$ cat src/rtl/serial_adder_fsm_if.sv
// Operand/result handshake bundle for the bit-serial adder.
// The master drives operands and consumes results; the slave is the adder.
interface serial_adder_fsm_if #(
    parameter int WIDTH = 8
);
    logic             in_valid;
    logic             in_ready;
    logic [WIDTH-1:0] A;
    logic [WIDTH-1:0] B;
    logic             Ci;
    logic             Sub;
    logic             out_valid;
    logic             out_ready;
    logic [WIDTH-1:0] S;
    logic             Co;
    logic             V;

    modport master (
        output in_valid, A, B, Ci, Sub, out_ready,
        input  in_ready, out_valid, S, Co, V
    );

    modport slave (
        input  in_valid, A, B, Ci, Sub, out_ready,
        output in_ready, out_valid, S, Co, V
    );
endinterface

$ cat src/rtl/serial_adder_fsm.sv
// Bit-serial WIDTH-bit adder/subtractor: one full-add cell, LSB first, one bit per clock.
// Results are registered and offered downstream under a valid/ready handshake.
module serial_adder_fsm #(
    parameter int WIDTH = 8
) (
    input  logic               clk,
    input  logic               rst_n,
    serial_adder_fsm_if.slave  bus
);
    localparam int CW = $clog2(WIDTH) + 1;

    typedef enum logic [1:0] {IDLE, RUN, DONE} state_t;

    state_t           state_reg, state_next;
    logic [WIDTH-1:0] op_a_reg, op_b_reg, acc_reg, s_reg;
    logic [CW-1:0]    cnt_reg;
    logic             carry_reg, cmsb_reg, co_reg, v_reg;
    logic             bit_s, bit_c, last_bit, accept;

    assign bit_s    = op_a_reg[0] ^ op_b_reg[0] ^ carry_reg;
    assign bit_c    = (op_a_reg[0] & op_b_reg[0]) | (op_a_reg[0] & carry_reg)
                    | (op_b_reg[0] & carry_reg);
    assign last_bit = (cnt_reg == CW'(WIDTH - 1));

    always_ff @(posedge clk or negedge rst_n) begin
        if (!rst_n) begin
            state_reg <= IDLE;
        end else begin
            state_reg <= state_next;
        end
    end

    always_comb begin
        state_next = state_reg;
        accept     = 1'b0;
        case (state_reg)
            IDLE: begin
                if (bus.in_valid) begin
                    accept     = 1'b1;
                    state_next = RUN;
                end
            end
            RUN: begin
                if (last_bit) begin
                    state_next = DONE;
                end
            end
            DONE: begin
                if (bus.out_ready) begin
                    state_next = IDLE;
                end
            end
            default: state_next = IDLE;
        endcase
    end

    // Subtraction is A + ~B + 1, so the inverted operand and a forced carry-in do the work.
    always_ff @(posedge clk or negedge rst_n) begin
        if (!rst_n) begin
            op_a_reg  <= '0;
            op_b_reg  <= '0;
            acc_reg   <= '0;
            cnt_reg   <= '0;
            carry_reg <= 1'b0;
            cmsb_reg  <= 1'b0;
            s_reg     <= '0;
            co_reg    <= 1'b0;
            v_reg     <= 1'b0;
        end else if (accept) begin
            op_a_reg  <= bus.A;
            op_b_reg  <= bus.Sub ? ~bus.B : bus.B;
            carry_reg <= bus.Sub ? 1'b1 : bus.Ci;
            acc_reg   <= '0;
            cnt_reg   <= '0;
            cmsb_reg  <= 1'b0;
        end else if (state_reg == RUN) begin
            acc_reg   <= {bit_s, acc_reg[WIDTH-1:1]};
            op_a_reg  <= {1'b0, op_a_reg[WIDTH-1:1]};
            op_b_reg  <= {1'b0, op_b_reg[WIDTH-1:1]};
            carry_reg <= bit_c;
            cnt_reg   <= cnt_reg + CW'(1);
            // Carry produced by bit WIDTH-2 is the carry into the MSB.
            if (cnt_reg == CW'(WIDTH - 2)) begin
                cmsb_reg <= bit_c;
            end
            if (last_bit) begin
                s_reg  <= {bit_s, acc_reg[WIDTH-1:1]};
                co_reg <= bit_c;
                v_reg  <= cmsb_reg ^ bit_c;
            end
        end
    end

    assign bus.in_ready  = (state_reg == IDLE);
    assign bus.out_valid = (state_reg == DONE);
    assign bus.S         = s_reg;
    assign bus.Co        = co_reg;
    assign bus.V         = v_reg;
endmodule

$ cat src/flat_wrapper.sv
// flat-port wrapper written by rule: the top's interface ports become plain ports
module serial_adder_fsm_flat 
#(
    parameter int WIDTH = 8
)
  (clk, rst_n, bus_in_valid, bus_A, bus_B, bus_Ci, bus_Sub, bus_out_ready, bus_in_ready, bus_out_valid, bus_S, bus_Co, bus_V);
  serial_adder_fsm_if #(.WIDTH(WIDTH)) bus_i ();
  input  logic clk;
  input  logic rst_n;
  input wire logic [$bits(bus_i.in_valid)-1:0] bus_in_valid;
  input wire logic [$bits(bus_i.A)-1:0] bus_A;
  input wire logic [$bits(bus_i.B)-1:0] bus_B;
  input wire logic [$bits(bus_i.Ci)-1:0] bus_Ci;
  input wire logic [$bits(bus_i.Sub)-1:0] bus_Sub;
  input wire logic [$bits(bus_i.out_ready)-1:0] bus_out_ready;
  output wire logic [$bits(bus_i.in_ready)-1:0] bus_in_ready;
  output wire logic [$bits(bus_i.out_valid)-1:0] bus_out_valid;
  output wire logic [$bits(bus_i.S)-1:0] bus_S;
  output wire logic [$bits(bus_i.Co)-1:0] bus_Co;
  output wire logic [$bits(bus_i.V)-1:0] bus_V;
  assign bus_i.in_valid = bus_in_valid;
  assign bus_i.A = bus_A;
  assign bus_i.B = bus_B;
  assign bus_i.Ci = bus_Ci;
  assign bus_i.Sub = bus_Sub;
  assign bus_i.out_ready = bus_out_ready;
  assign bus_in_ready = bus_i.in_ready;
  assign bus_out_valid = bus_i.out_valid;
  assign bus_S = bus_i.S;
  assign bus_Co = bus_i.Co;
  assign bus_V = bus_i.V;
  serial_adder_fsm #(.WIDTH(WIDTH)) u_core (.clk(clk), .rst_n(rst_n), .bus(bus_i));
endmodule
$ cat config.mk
export PLATFORM = sky130hd
export DESIGN_NAME = serial_adder_fsm_flat
export DESIGN_NICKNAME = d
export VERILOG_FILES = /design/src/rtl/serial_adder_fsm_if.sv /design/src/rtl/serial_adder_fsm.sv /design/src/flat_wrapper.sv
export SDC_FILE = /design/constraint.sdc
export NUM_CORES = 1
export LEC_CHECK = 0
export BUFFER_PORTS_ARGS = -buffer_cell sky130_fd_sc_hd__buf_4
export CAP_MARGIN = 20
export CORE_MARGIN = 10
export CORE_UTILIZATION = 55
export CTS_CLUSTER_SIZE = 16
export DETAILED_ROUTE_END_ITERATION = 8
export GPL_TIMING_DRIVEN = 0
export PLACE_DENSITY = 0.79
export SLEW_MARGIN = 10
export SYNTH_ARGS = -nofsm -noshare
export SYNTH_HDL_FRONTEND = slang
export SYNTH_SLANG_ARGS = --single-unit
$ cat constraint.sdc
create_clock -name clk -period 2 [get_ports clk]
set_input_delay 0 -clock clk [delete_from_list [all_inputs] [get_ports clk]]
set_output_delay 0 -clock clk [all_outputs]
set_load 0.05 [all_outputs]
==> results by group <==
Synth
  – Synth cell types: 32
  – Leading area contributor after synthesis: dfrtp_1
  – Syn Std Cell Area: 1963 sq um
  – Synth Warn #: 0
  – Synthesized Nets: 212
  – Sequential fraction of the synthesis area: 52.26%
  – Post-synthesis cell count: 187
  – Synth area leaders: dfrtp_1, nand2_1, mux2_4, xor2_1, buf_6
  – Area share of the largest cell type after synthesis: 52.26%
  – Flops & latches, synth: 41
  – Mean post-synth cell area: 10.50 sq um

STA
  – Fmax: 593.6 MHz
  – Slew headroom: 62.72%
  – Final period util: 84.23%
  – Worst slew pin tran: 558.0 ps
  – Post-route minimum period: 1685 ps
  – Slew Limit Fails: 0
  – Final setup margin: 315.4 ps
  – Max Clock Skew: 10.68 ps
  – Final Hold Viols: 0
  – Final Setup Violations: 0
  – Unrepaired setup endpoints after global routing: false
  – Tightest hold margin: 11.75 ps
  – Setup Total Neg Slack: 0 ps

Clock tree
  – CTS Buf Count: 5
  – Clock Tree Root: clkbuf_4
  – Clock-pin slew on the worst setup and hold paths: 120 ps
  – Clock Tree Buf Depth: 2
  – Post-CTS Setup Inserts: 0
  – CTS tree: done
  – CTS resizes: 0
  – Hold_buf cts: 18
  – Clock sinks: 41
  – Max H-tree Level: 2
  – Clk Latency, worst-skew pair: 340 ps

Placed design
  – Dpl hpwl: 3138 microns
  – Placed insts: 265
  – Port bufs: 32
  – Final RePlAce weighted congestion: 0.8025
  – Pre-CTS setup slack: 451.5 ps

Status
  – Outcome: finished clean

Routing
  – Via count: 1,568
  – Post-route ant nets: 0
  – DR vias/cell: 5.370
  – WL/cell: 15.19 microns
  – Detailed Routing Iterations Pass 1: 4
  – Routed WL: 4436 microns
  – Iter 0 DRT Violations: 87
  – DRC violations left: 0

Floorplan
  – I/O pins: 34
  – Chip Width: 79.75 microns
  – Initial Util: 57.92%
  – Site Rows: 21
  – Die ar.: 6359 sq um
  – Die height: 79.75 microns
  – Total core area: 3390 sq um

Finish
  – Ant diodes: 0
  – Fin cells: 292
  – Final Util: 73.83%
  – Share of layout cells above drive strength 1: 24.39%
  – Total Nets Final: 270
  – Layout area overhead: 27.47%

Run
  – Max_cap viols: 0

Power
  – Combinational Power Share: 49.7%
  – Switching Share: 43.32%
  – Sw power: 1.580 mW
  – Leakage: 1.222 nW
  – Internal power: 2.067 mW
  – Clock network power share: 10.7%
  – Max VDD drop: 0.0009580 V
  – PD cells: 1457 nW/um^2
  – Sequential share of power: 39.6%

Global route
  – GR Overflow Total: 0
  – Antenna violations before repair: 0
  – Total global-route track usage: 15.13%
  – First-pass GRT wire length: 7790 microns
  – Vias in the first global route: 1,673
  – Largest net degree at the start of global routing: 42

Setup path
  – Worst setup EP type: output port
  – CP Launch Type: register
  – WP data arrival: 1680 ps
  – Max Fanout on Critical Path: 10
  – Crit path kind: reg -> out
  – Reg2Reg Depth: 6
  – Worst endpoint required time: 2000 ps

Worst hold path
  – Hold Crit Class: in -> reg
  – Hold path cells: 4
logic make-up after synthesis:
family	after synthesis	share of synthesized area, %
compound gates	32	10.07
xor+xnor	10	4.462
fa+ha+maj	3	2.294
buf+inv	16	5.481
flops	41	52.26
mux	11	7.967
simple gates	74	17.46
worst max-delay path, stage by stage, from the launching register on:
cell,delay (ps)
dfrtp_1,490
clkbuf_1,330
inv_1,120
nor2_1,160
buf_4,230
power by group through the flow:
| stage | clock network, mW | logic [mW] | registers [mW] |
|---|---|---|---|
| after floorplan | 0 | 1.01 | 1.71 |
| after global placement | 0 | 1.72 | 1.44 |
| after detailed placement | 0 | 1.79 | 1.46 |
| after CTS | 0.399 | 1.82 | 1.44 |
| after global routing | 0.439 | 1.97 | 1.49 |
| final | 0.391 | 1.81 | 1.44 |
through the flow:
stage / area [sq um] / power, mW
6_report: 2502 / 3.647
5_1_grt: 2502 / 3.907
4_1_cts: 2492 / 3.661
3_5_place_dp: 2261 / 3.244
3_3_place_gp: 2261 / 3.155
2_1_floorplan: 1963 / 2.719
final cells by class:
type,instances,area [sq um]
Buffer,12,92.59
Clock buffer,6,41.29
Fill cell,228,887.1
Tap cell,46,57.56
Inverter,4,15.01
Clock inverter,2,10.01
Sequential cell,41,1026
Timing Repair Buffer,51,430.4
Multi-Input combinational cell,130,829.5
cell usage after synthesis:
| cell | number |
|---|---|
| nor2b_4 | 1 |
| nand2_1 | 41 |
| nand4_1 | 2 |
| ha_1 | 2 |
| and3_4 | 1 |
| o21ai_1 | 2 |
| a21oi_1 | 2 |
| a22oi_1 | 6 |
| or3b_1 | 1 |
| or4b_2 | 1 |
| buf_2 | 2 |
| o21bai_1 | 1 |
| o21ai_0 | 8 |
| inv_1 | 4 |
| mux2_2 | 1 |
| xor2_1 | 9 |
| nor2b_1 | 2 |
| clkbuf_1 | 4 |
| a21o_1 | 3 |
| fa_1 | 1 |
| a31oi_1 | 7 |
| mux2i_1 | 1 |
| nand3b_1 | 1 |
| o22ai_1 | 3 |
| nand3_1 | 11 |
| dfrtp_1 | 41 |
| nand2b_1 | 2 |
| buf_6 | 6 |
| mux2_4 | 9 |
| nor2_1 | 10 |
| xnor2_1 | 1 |
| nor3b_1 | 1 |
path summary, 6_finish.rpt:
kind	start	to	slack, ps
worst max-delay path	u_core.state_reg[1]$_DFFE_PN0P_	bus_out_valid	320
worst min-delay path	bus_Sub	u_core.op_b_reg[2]$_DFFE_PN0P_	10
worst max register to register	u_core.state_reg[0]$_DFFE_PN0P_	u_core.bus.S[5]$_DFFE_PN0P_	430
worst min register to register	u_core.cnt_reg[3]$_DFFE_PN0P_	u_core.cnt_reg[3]$_DFFE_PN0P_	500
max in group asynchronous	rst_n	u_core.bus.S[3]$_DFFE_PN0P_	1490
min in group asynchronous	rst_n	u_core.bus.S[1]$_DFFE_PN0P_	160
metal layers:
metal | up-vias | share of wire [%] | GRT usage (%) | wire [microns]
met5 | - | 0 | 0 | 0
met4 | 0 | 1.4 | 4.577 | 61
met3 | 8 | 5.5 | 4.842 | 245
met2 | 36 | 52 | 27.18 | 2323
met1 | 772 | 41 | 16.51 | 1806
li1 | 752 | - | - | -
cells in the final DEF, fill, tap and decap left out, types with 2 or more instances in the layout:
| cell | instances |
|---|---|
| a22oi_1 | 6 |
| nand4_1 | 2 |
| clkbuf_4 | 5 |
| mux2_4 | 9 |
| o22ai_1 | 3 |
| ha_1 | 2 |
| nor2b_1 | 2 |
| o21ai_1 | 2 |
| buf_2 | 2 |
| buf_4 | 32 |
| nand2_1 | 41 |
| dlygate4sd3_1 | 19 |
| dfrtp_1 | 41 |
| nand3_1 | 11 |
| clkbuf_1 | 5 |
| nor2_1 | 10 |
| a21o_1 | 3 |
| nand2b_1 | 2 |
| a21oi_1 | 2 |
| o21ai_0 | 8 |
| buf_6 | 6 |
| a31oi_1 | 7 |
| inv_1 | 4 |
| clkinv_2 | 2 |
| xor2_1 | 9 |
No activity file was read; power rests on OpenSTA's default activity.
